File: src/rtl/shiftreg_sequencer_if.sv
// Frame request handshake plus generator-side drive lines of the shift-register sequencer.
// The master modport is the sequencer; the slave modport is the requesting control logic.
interface shiftreg_sequencer_if #(
  parameter int SIZESRDYN  = 16,
  parameter int SIZESRSTAT = 88,
  parameter int CNTW       = 8
);
  logic                  start_valid;
  logic                  start_ready;
  logic [SIZESRDYN-1:0]  dyn_word;
  logic [SIZESRSTAT-1:0] stat_word;
  logic                  SELDYN;
  logic                  SELSTAT;
  logic                  signal_out;
  logic                  busy;
  logic                  done;
  logic [CNTW-1:0]       frame_cnt;

  modport master (
    input  start_valid, dyn_word, stat_word,
    output start_ready, SELDYN, SELSTAT, signal_out, busy, done, frame_cnt
  );

  modport slave (
    output start_valid, dyn_word, stat_word,
    input  start_ready, SELDYN, SELSTAT, signal_out, busy, done, frame_cnt
  );
endinterface

File: src/rtl/shiftreg_sequencer.sv
// Serialises one dynamic + one static word per handshake into the shift-register generator,
// MSB first, then pulses the commit select so both latches in the generator are loaded.
module shiftreg_sequencer #(
  parameter int SIZESRDYN  = 16,
  parameter int SIZESRSTAT = 88,
  parameter int CNTW       = 8
) (
  input  logic                   CLK,
  input  logic                   RST,
  shiftreg_sequencer_if.master   sq
);
  localparam int MAXLEN = (SIZESRDYN > SIZESRSTAT) ? SIZESRDYN : SIZESRSTAT;
  localparam int CW     = (MAXLEN > 2) ? $clog2(MAXLEN) : 1;
  localparam logic [CW-1:0] DYN_LAST  = CW'(SIZESRDYN - 1);
  localparam logic [CW-1:0] STAT_LAST = CW'(SIZESRSTAT - 1);

  typedef enum logic [2:0] {IDLE, SHIFT_DYN, SHIFT_STAT, COMMIT, DONE} state_t;

  state_t                state, state_nx;
  logic [CW-1:0]         cnt, cnt_nx;
  logic                  accept;
  logic                  sel_dyn_nx, sel_stat_nx, sig_nx, busy_nx, done_nx, ready_nx;
  logic [SIZESRDYN-1:0]  dyn_sh;
  logic [SIZESRSTAT-1:0] stat_sh;

  assign accept = sq.start_valid && sq.start_ready;

  always_ff @(posedge CLK) begin
    if (RST) begin
      state <= IDLE;
      cnt   <= '0;
    end else begin
      state <= state_nx;
      cnt   <= cnt_nx;
    end
  end

  // Bit counter restarts from zero on every state entry.
  always_comb begin
    state_nx = state;
    cnt_nx   = cnt;
    case (state)
      IDLE: begin
        if (accept) begin
          state_nx = SHIFT_DYN;
          cnt_nx   = '0;
        end
      end
      SHIFT_DYN: begin
        if (cnt == DYN_LAST) begin
          state_nx = SHIFT_STAT;
          cnt_nx   = '0;
        end else begin
          cnt_nx = cnt + CW'(1);
        end
      end
      SHIFT_STAT: begin
        if (cnt == STAT_LAST) begin
          state_nx = COMMIT;
          cnt_nx   = '0;
        end else begin
          cnt_nx = cnt + CW'(1);
        end
      end
      COMMIT: begin
        state_nx = DONE;
        cnt_nx   = '0;
      end
      DONE: begin
        state_nx = accept ? SHIFT_DYN : IDLE;
        cnt_nx   = '0;
      end
      default: begin
        state_nx = IDLE;
        cnt_nx   = '0;
      end
    endcase
  end

  // Outputs are decoded from the next state so the registered pins line up with it.
  always_comb begin
    sel_dyn_nx  = (state_nx == SHIFT_DYN) || (state_nx == COMMIT);
    sel_stat_nx = (state_nx == SHIFT_STAT);
    busy_nx     = (state_nx == SHIFT_DYN) || (state_nx == SHIFT_STAT) || (state_nx == COMMIT);
    done_nx     = (state_nx == DONE);
    ready_nx    = (state_nx == IDLE) || (state_nx == DONE);
    sig_nx      = 1'b0;
    case (state_nx)
      SHIFT_DYN:  sig_nx = (state == SHIFT_DYN)  ? dyn_sh[SIZESRDYN-2]   : sq.dyn_word[SIZESRDYN-1];
      SHIFT_STAT: sig_nx = (state == SHIFT_STAT) ? stat_sh[SIZESRSTAT-2] : stat_sh[SIZESRSTAT-1];
      default:    sig_nx = 1'b0;
    endcase
  end

  always_ff @(posedge CLK) begin
    if (RST) begin
      sq.start_ready <= 1'b0;
      sq.SELDYN      <= 1'b0;
      sq.SELSTAT     <= 1'b0;
      sq.signal_out  <= 1'b0;
      sq.busy        <= 1'b0;
      sq.done        <= 1'b0;
      sq.frame_cnt   <= '0;
    end else begin
      sq.start_ready <= ready_nx;
      sq.SELDYN      <= sel_dyn_nx;
      sq.SELSTAT     <= sel_stat_nx;
      sq.signal_out  <= sig_nx;
      sq.busy        <= busy_nx;
      sq.done        <= done_nx;
      if (done_nx) sq.frame_cnt <= sq.frame_cnt + CNTW'(1);
    end
  end

  // Shadow words: the MSB already went out on entry, so each further shift exposes the next bit.
  always_ff @(posedge CLK) begin
    if (accept) begin
      dyn_sh  <= sq.dyn_word;
      stat_sh <= sq.stat_word;
    end else begin
      if (state == SHIFT_DYN && state_nx == SHIFT_DYN)
        dyn_sh <= {dyn_sh[SIZESRDYN-2:0], 1'b0};
      if (state == SHIFT_STAT && state_nx == SHIFT_STAT)
        stat_sh <= {stat_sh[SIZESRSTAT-2:0], 1'b0};
    end
  end
endmodule

File: src/flat_wrapper.sv
// flat-port wrapper written by rule: the top's interface ports become plain ports
module shiftreg_sequencer_flat 
#(
  parameter int SIZESRDYN  = 16,
  parameter int SIZESRSTAT = 88,
  parameter int CNTW       = 8
)
  (CLK, RST, sq_start_valid, sq_dyn_word, sq_stat_word, sq_start_ready, sq_SELDYN, sq_SELSTAT, sq_signal_out, sq_busy, sq_done, sq_frame_cnt);
  shiftreg_sequencer_if #(.SIZESRDYN(SIZESRDYN), .SIZESRSTAT(SIZESRSTAT), .CNTW(CNTW)) sq_i ();
  input  logic CLK;
  input  logic RST;
  input wire logic [$bits(sq_i.start_valid)-1:0] sq_start_valid;
  input wire logic [$bits(sq_i.dyn_word)-1:0] sq_dyn_word;
  input wire logic [$bits(sq_i.stat_word)-1:0] sq_stat_word;
  output wire logic [$bits(sq_i.start_ready)-1:0] sq_start_ready;
  output wire logic [$bits(sq_i.SELDYN)-1:0] sq_SELDYN;
  output wire logic [$bits(sq_i.SELSTAT)-1:0] sq_SELSTAT;
  output wire logic [$bits(sq_i.signal_out)-1:0] sq_signal_out;
  output wire logic [$bits(sq_i.busy)-1:0] sq_busy;
  output wire logic [$bits(sq_i.done)-1:0] sq_done;
  output wire logic [$bits(sq_i.frame_cnt)-1:0] sq_frame_cnt;
  assign sq_i.start_valid = sq_start_valid;
  assign sq_i.dyn_word = sq_dyn_word;
  assign sq_i.stat_word = sq_stat_word;
  assign sq_start_ready = sq_i.start_ready;
  assign sq_SELDYN = sq_i.SELDYN;
  assign sq_SELSTAT = sq_i.SELSTAT;
  assign sq_signal_out = sq_i.signal_out;
  assign sq_busy = sq_i.busy;
  assign sq_done = sq_i.done;
  assign sq_frame_cnt = sq_i.frame_cnt;
  shiftreg_sequencer #(.SIZESRDYN(SIZESRDYN), .SIZESRSTAT(SIZESRSTAT), .CNTW(CNTW)) u_core (.CLK(CLK), .RST(RST), .sq(sq_i));
endmodule
File: config.mk
export PLATFORM = sky130hd
export DESIGN_NAME = shiftreg_sequencer_flat
export DESIGN_NICKNAME = d
export VERILOG_FILES = /design/src/rtl/shiftreg_sequencer_if.sv /design/src/rtl/shiftreg_sequencer.sv /design/src/flat_wrapper.sv
export SDC_FILE = /design/constraint.sdc
export NUM_CORES = 1
export LEC_CHECK = 0
export BUFFER_PORTS_ARGS = -buffer_cell sky130_fd_sc_hd__buf_2
export CAP_MARGIN = 20
export CORE_MARGIN = 4
export CORE_UTILIZATION = 49
export CTS_CLUSTER_DIAMETER = 80
export DETAILED_ROUTE_END_ITERATION = 10
export PLACE_DENSITY = 0.72
export SYNTH_ARGS = -nofsm -noshare
export SYNTH_HDL_FRONTEND = slang
export SYNTH_SLANG_ARGS = --single-unit
File: constraint.sdc
create_clock -name CLK -period 3.46 [get_ports CLK]
set_input_delay 0.692 -clock CLK [delete_from_list [all_inputs] [get_ports CLK]]
set_output_delay 0.692 -clock CLK [all_outputs]
set_load 0.05 [all_outputs]
### Word-level counts from Yosys, hierarchy flattened

Cells that the tools add are included.

| word-level totals | value |
|---|---|
| bits in registers | 127 |
| output and inout port bits | 14 |

| operators by class | value |
|---|---|
| $add $sub $neg | 2 |
| equal/unequal tests | 11 |
| multiplexer cells | 16 |
| reductions and logical operators | 11 |

Operators by type and width:

| operator | number |
|---|---|
| $mux W88 | 2 |
| $mux W15 | 2 |
| $mux W7 | 3 |
| $pmux W7 S3 | 1 |
| $pmux W3 S5 | 1 |
| $eq A3 B2 Y1 const B | 4 |
| $mux W3 | 3 |
| $add A8 B1 Y8 const B | 1 |
| $add A7 B1 Y7 const B | 1 |
| $eq A7 B4 Y1 const B | 1 |
| $eq A7 B7 Y1 const B | 1 |
| $eq A3 B1 Y1 const B | 2 |
| $eq A3 B3 Y1 const B | 2 |
| $logic_not A3 Y1 | 2 |
| $logic_or A1 B1 Y1 | 4 |
| $reduce_bool A2 Y1 | 2 |
| $logic_and A1 B1 Y1 | 3 |
| $mux W1 | 3 |
| $ne A2 B1 Y1 const B | 1 |
| $pmux W1 S2 | 1 |

### Depth between registers and ports, before layout

| logic depth | value |
|---|---|
| depth in word-level cells | 7 |
| depth in mapped cells | 6 |
| depth with buffers taken out | 5 |

### Worst setup path after synthesis

Ideal clock, no wire load.

| timing path | value |
|---|---|
| kind | register -> register |
| start point | reg u_core.state[2] |
| end point | reg u_core.stat_sh[0], enable pin |
| setup time | 0.445 ns |
| arrival time | 2.871 ns |
| required time | 3.015 ns |
| slack | 0.144 ns |
| stages on the path, launching flop included | 6 |
| path buffers | 2 |
| clock period less this slack | 3.316 ns |
| cell sequence | dfxtp_1 -> buf_6 -> or3b_1 -> buf_6 -> a21oi_4 -> a21o_1 |

| between the ends | value |
|---|---|
| word-level cells in the longest chain between the ends | 5 |
| elaborated cells on any way between the ends | 12 |
| those cells by class | 5 x eq/ne; 4 x mux; 3 x reduce/logical |

Ends and longest elaborated chain:

| item | line | RTL |
|---|---|---|
| start: declaration | shiftreg_sequencer.sv:19 | `state_t state, state_nx;` |
| start signal: assignment | shiftreg_sequencer.sv:33 | `state <= state_nx;` |
| $eq A3 B3 Y1 (tied with other cells) | shiftreg_sequencer.sv:42 | `case (state)` |
| $pmux W3 S5 | shiftreg_sequencer.sv:42 |  |
| $eq A3 B2 Y1 | shiftreg_sequencer.sv:123 | `if (state == SHIFT_STAT && state_nx == SHIFT_STAT)` |
| $logic_and A1 B1 Y1 (*) | shiftreg_sequencer.sv:123 |  |
| $reduce_bool A2 Y1 (no source line) (*) | -- |  |
| end signal: assignment | shiftreg_sequencer.sv:119 | `stat_sh <= sq.stat_word;` |
| end signal: assignment | shiftreg_sequencer.sv:124 | `stat_sh <= {stat_sh[SIZESRSTAT-2:0], 1'b0};` |
| end: declaration | shiftreg_sequencer.sv:24 | `logic [SIZESRSTAT-1:0] stat_sh;` |

Every way passes the cells marked *; elsewhere a longest branch is shown, timed or not.
A chain may end at the register's enable or synchronous reset.

### Worst setup path in the final report

| timing path | value |
|---|---|
| start point | reg u_core.state[1] |
| end point | reg u_core.stat_sh[29], enable pin |

The elaborated chain is that of the path after synthesis.

==> results.txt <==
* Top-area cell type share of the netlist area: 55.9%
- The first global-routing pass estimated 16.3 mm of wire.
- Critical Path AT: 2620 ps
* Basic-gate share of the synthesized area counting and, or, nand and nor cells: 6.76%
- The region available for standard cell placement spans 10900 µm².
- Overall die area: 13100 µm²
- Register clock-pin slew on the reported worst setup and hold paths: 60 ps
- Combinational family with the most area after synthesis: multiplexers
- Die width: 114 µm
- The min-delay analysis places its worst path in the category reg2reg.
* LEAKAGE: 2.67 nW
* Post-synth EDFFs: 103
- Synthesis inferred 127 register bits.
- In this run the core area contains 38 standard-cell rows.
- Dividing the detail-routed wire length by the instance count gives 16.1 µm.
- Filler-free cell count of the finished design: 625
- Pin placement for this block handled 121 I/O pins.
* Clk sink count: 127
- At the end of routability-driven placement, the weighted congestion stood at 0.832.
- After filler insertion, the fill cell instance count of the layout stands at 859.
* Register cell area after layout: 3570 µm²
* Cell types with the largest area share after synthesis: sky130_fd_sc_hd__edfxtp_1 (56%), sky130_fd_sc_hd__mux2_1 (18%), sky130_fd_sc_hd__dfxtp_1 (8.7%)
* Number of inserted diodes: 0
- Clock tree synthesis inserted a total of 17 buffers.
- Post-Syn Instances: 349
- The detail route stage leaves a number of antenna-violating nets equal to 0.
- Setup violations remaining at the end of the flow were counted as 0.
* Vias per cell: 5.24
- Status: complete, no violations
* Initial Util: 50.6%
* Clock root buffer master: sky130_fd_sc_hd__clkbuf_16
* Number of library cell types mapped by synthesis: 46
- Entering global routing, the biggest net connects 67 pins.
- For the pin with the worst max-slew slack, the measured transition is 585 ps.
- The synthesized netlist devotes 0.452% of its cell area to adder and majority cells.
- When the netlist entered floorplanning its net count stood at 458.
* Area added between synthesis and finish: 23.7%
* Initial antenna violation count: 0
- The H-tree generated during clock tree synthesis spans 4 levels.
* Port Buffer Count: 120
- The wire-length estimate of the detail-placed layout is 6.87 mm.
- Net count, final: 581
- Gates resized during post-CTS repair numbered 0.
* Number of endpoints with negative hold slack in the final report: 0
* Ratio of cells with drive above 1 in the final layout: 35.5%
- Across the run, the number of max-cap violations was 0.
- Synth Cell Area: 5540 µm²
- After detailed placement, the design holds a cell count of 593.
- For this run, design rule violations remaining after detail routing come to 0.
* Cell type with the largest total area after synthesis: sky130_fd_sc_hd__edfxtp_1
* Via count of the first global-routing pass: 3356
* Endpoint kind of the worst setup timing path: flop
- Total cell area at the placement stage: 6270 µm²
- Sequential fraction of the synthesis area: 64.6%
- Cells fill 62.6% of the core in the end.
- Number of detailed-routing iterations run before antenna repair: 4
- The critical path is of the reg2reg type.
- Total of warnings raised by yosys: 0
- Design Area, Final: 6850 µm²
* Most frequently used cell type in the post-synthesis netlist: sky130_fd_sc_hd__edfxtp_1
- Power spread over the standard cell area amounts to 560 nW/µm².
- Summing internal, switching and leakage power gives 3.83 mW.
- TritonCTS built the clock tree.
- Setup skew after layout: 7.14 ps
- Average instance area after synthesis: 15.9 µm²
- Across the VDD grid, the largest voltage drop is 0.000287 V.
* Share of flip-flops with an asynchronous set or reset after synthesis: 0%
* Y dimension of the die: 114 µm
- Headroom to the max-slew limit: 60.9%
- Most common library cells after synthesis: sky130_fd_sc_hd__edfxtp_1 (103), sky130_fd_sc_hd__mux2_1 (90), sky130_fd_sc_hd__dfxtp_1 (24)
* WP data required: 3540 ps
- Setup repair after global routing left no endpoint under its margin.
- Multiplexer area fraction after synthesis: 20.7%
- Clk buf depth: 2
- STA classifies the critical path startpoint as a flop.
* Number of post-CTS setup repair buffers: 0
- Minimum period implied by the final worst setup slack: 2530 ps
- Number of vias after detailed routing: 3274
- Insertion delay of the later-clocked pin in the worst-skew pair: 400 ps
* Fraction of the mapped netlist area in compound gates: 4.36%
- After the first detailed-routing iteration, the DRC count stood at 198.
- Peak fanout along the critical path: 48
* Top_reg_cell synth: sky130_fd_sc_hd__edfxtp_1
* Xor and xnor area share after synthesis: 1.27%
- Setup Total Neg Slack: 0 ps
- The final layout contains routed wiring with a total length of 10.1 mm.
- The multi-input combinational cells in the finished layout cover a total of 1870 µm².
- Static timing analysis puts the maximum clock frequency at 0.395 GHz.
- Final Slew Violations: 0
- Hold-fix buffer count after cts: 0
- Total Routing Usage GR: 16.1%
- The total overflow left after global routing is 0.
* Final worst-path cycle share: 73.2%
==> layer usage <==
layer | GRT usage, % | wire length, µm
met5 | 0 | 0
met4 | 4.51 | 63
met3 | 5.81 | 629
met2 | 24.9 | 4770
met1 | 21.6 | 4600
==> cell type report <==
type	count	share of cell area [%]
inverter	1	0.0548
sequential	127	52.2
clock inverter	12	2.10
timing repair buffer	122	9.36
multi-input combinational	203	27.4
clock buffer	20	6.38
tap	140	2.56
==> logic make-up (layout without fill, tap and decap cells) <==
| group | count (synthesis) | in the layout |
|---|---|---|
| flip-flops | 127 | 127 |
| AO/OA/AOI/OAI | 29 | 29 |
| multiplexers | 102 | 102 |
| adder cells (fa/ha/maj) | 2 | 2 |
| AND/OR/NAND/NOR | 62 | 62 |
| buffers and inverters | 19 | 155 |
| XOR/XNOR | 8 | 8 |
==> report_power, final <==
group	leakage, nW	switching (mW)	total (mW)	internal [mW]
clock network	0.275	0.615	1.74	1.12
logic	1.25	0.152	0.296	0.144
registers	1.15	0.0283	1.80	1.77
total	2.67	0.796	3.83	3.04
==> registers in the layout, summed over array words and instances, names as in the netlist, 3 cells and up <==
| name | flops |
|---|---|
| u_core.dyn_sh | 15 |
| u_core.sq.frame_cnt | 8 |
| u_core.stat_sh | 88 |
| u_core.state | 3 |
| u_core.cnt | 7 |
==> critical path: stages, from the launching register on <==
cell	delay (ps)
sky130_fd_sc_hd__dfxtp_1	630
sky130_fd_sc_hd__or3b_1	540
sky130_fd_sc_hd__a21oi_4	230
sky130_fd_sc_hd__a21o_4	450
sky130_fd_sc_hd__buf_12	320
==> cells in the final DEF (no fill, tap or decap), types with 4 or more instances in the layout <==
master                      instances
sky130_fd_sc_hd__a21oi_1            8
sky130_fd_sc_hd__buf_2            120
sky130_fd_sc_hd__clkbuf_16         17
sky130_fd_sc_hd__dfxtp_1           24
sky130_fd_sc_hd__edfxtp_1         103
sky130_fd_sc_hd__mux2_1            90
sky130_fd_sc_hd__mux2_2            11
sky130_fd_sc_hd__nand2_1           13
sky130_fd_sc_hd__nand3_1            4
sky130_fd_sc_hd__nor2_1            12
sky130_fd_sc_hd__nor3_1            11
sky130_fd_sc_hd__xnor2_1            6
==> final timing paths <==
path / slack, ps / endpoint / cells past startpoint / startpoint
worst min-delay path: 470 / u_core.cnt[1]$_SDFFE_PP0P_ / 2 / u_core.cnt[1]$_SDFFE_PP0P_
worst min register to register: 470 / u_core.cnt[1]$_SDFFE_PP0P_ / 2 / u_core.cnt[1]$_SDFFE_PP0P_
worst max register to register: 930 / u_core.stat_sh[29]$_DFFE_PP_ / 4 / u_core.state[1]$_SDFF_PP0_
worst max-delay path: 930 / u_core.stat_sh[29]$_DFFE_PP_ / 4 / u_core.state[1]$_SDFF_PP0_
==> stage by stage <==
| step | worst slack [ps] | hold slack, ps |
|---|---|---|
| 6_report | 927 | 473 |
| 5_1_grt | 775 | 490 |
| 4_1_cts | 917 | 479 |
| 3_5_place_dp | 923 | 472 |
| 3_3_place_gp | 990 | 462 |
| 2_1_floorplan | 144 | 449 |
(Power assumes the default switching activity.)
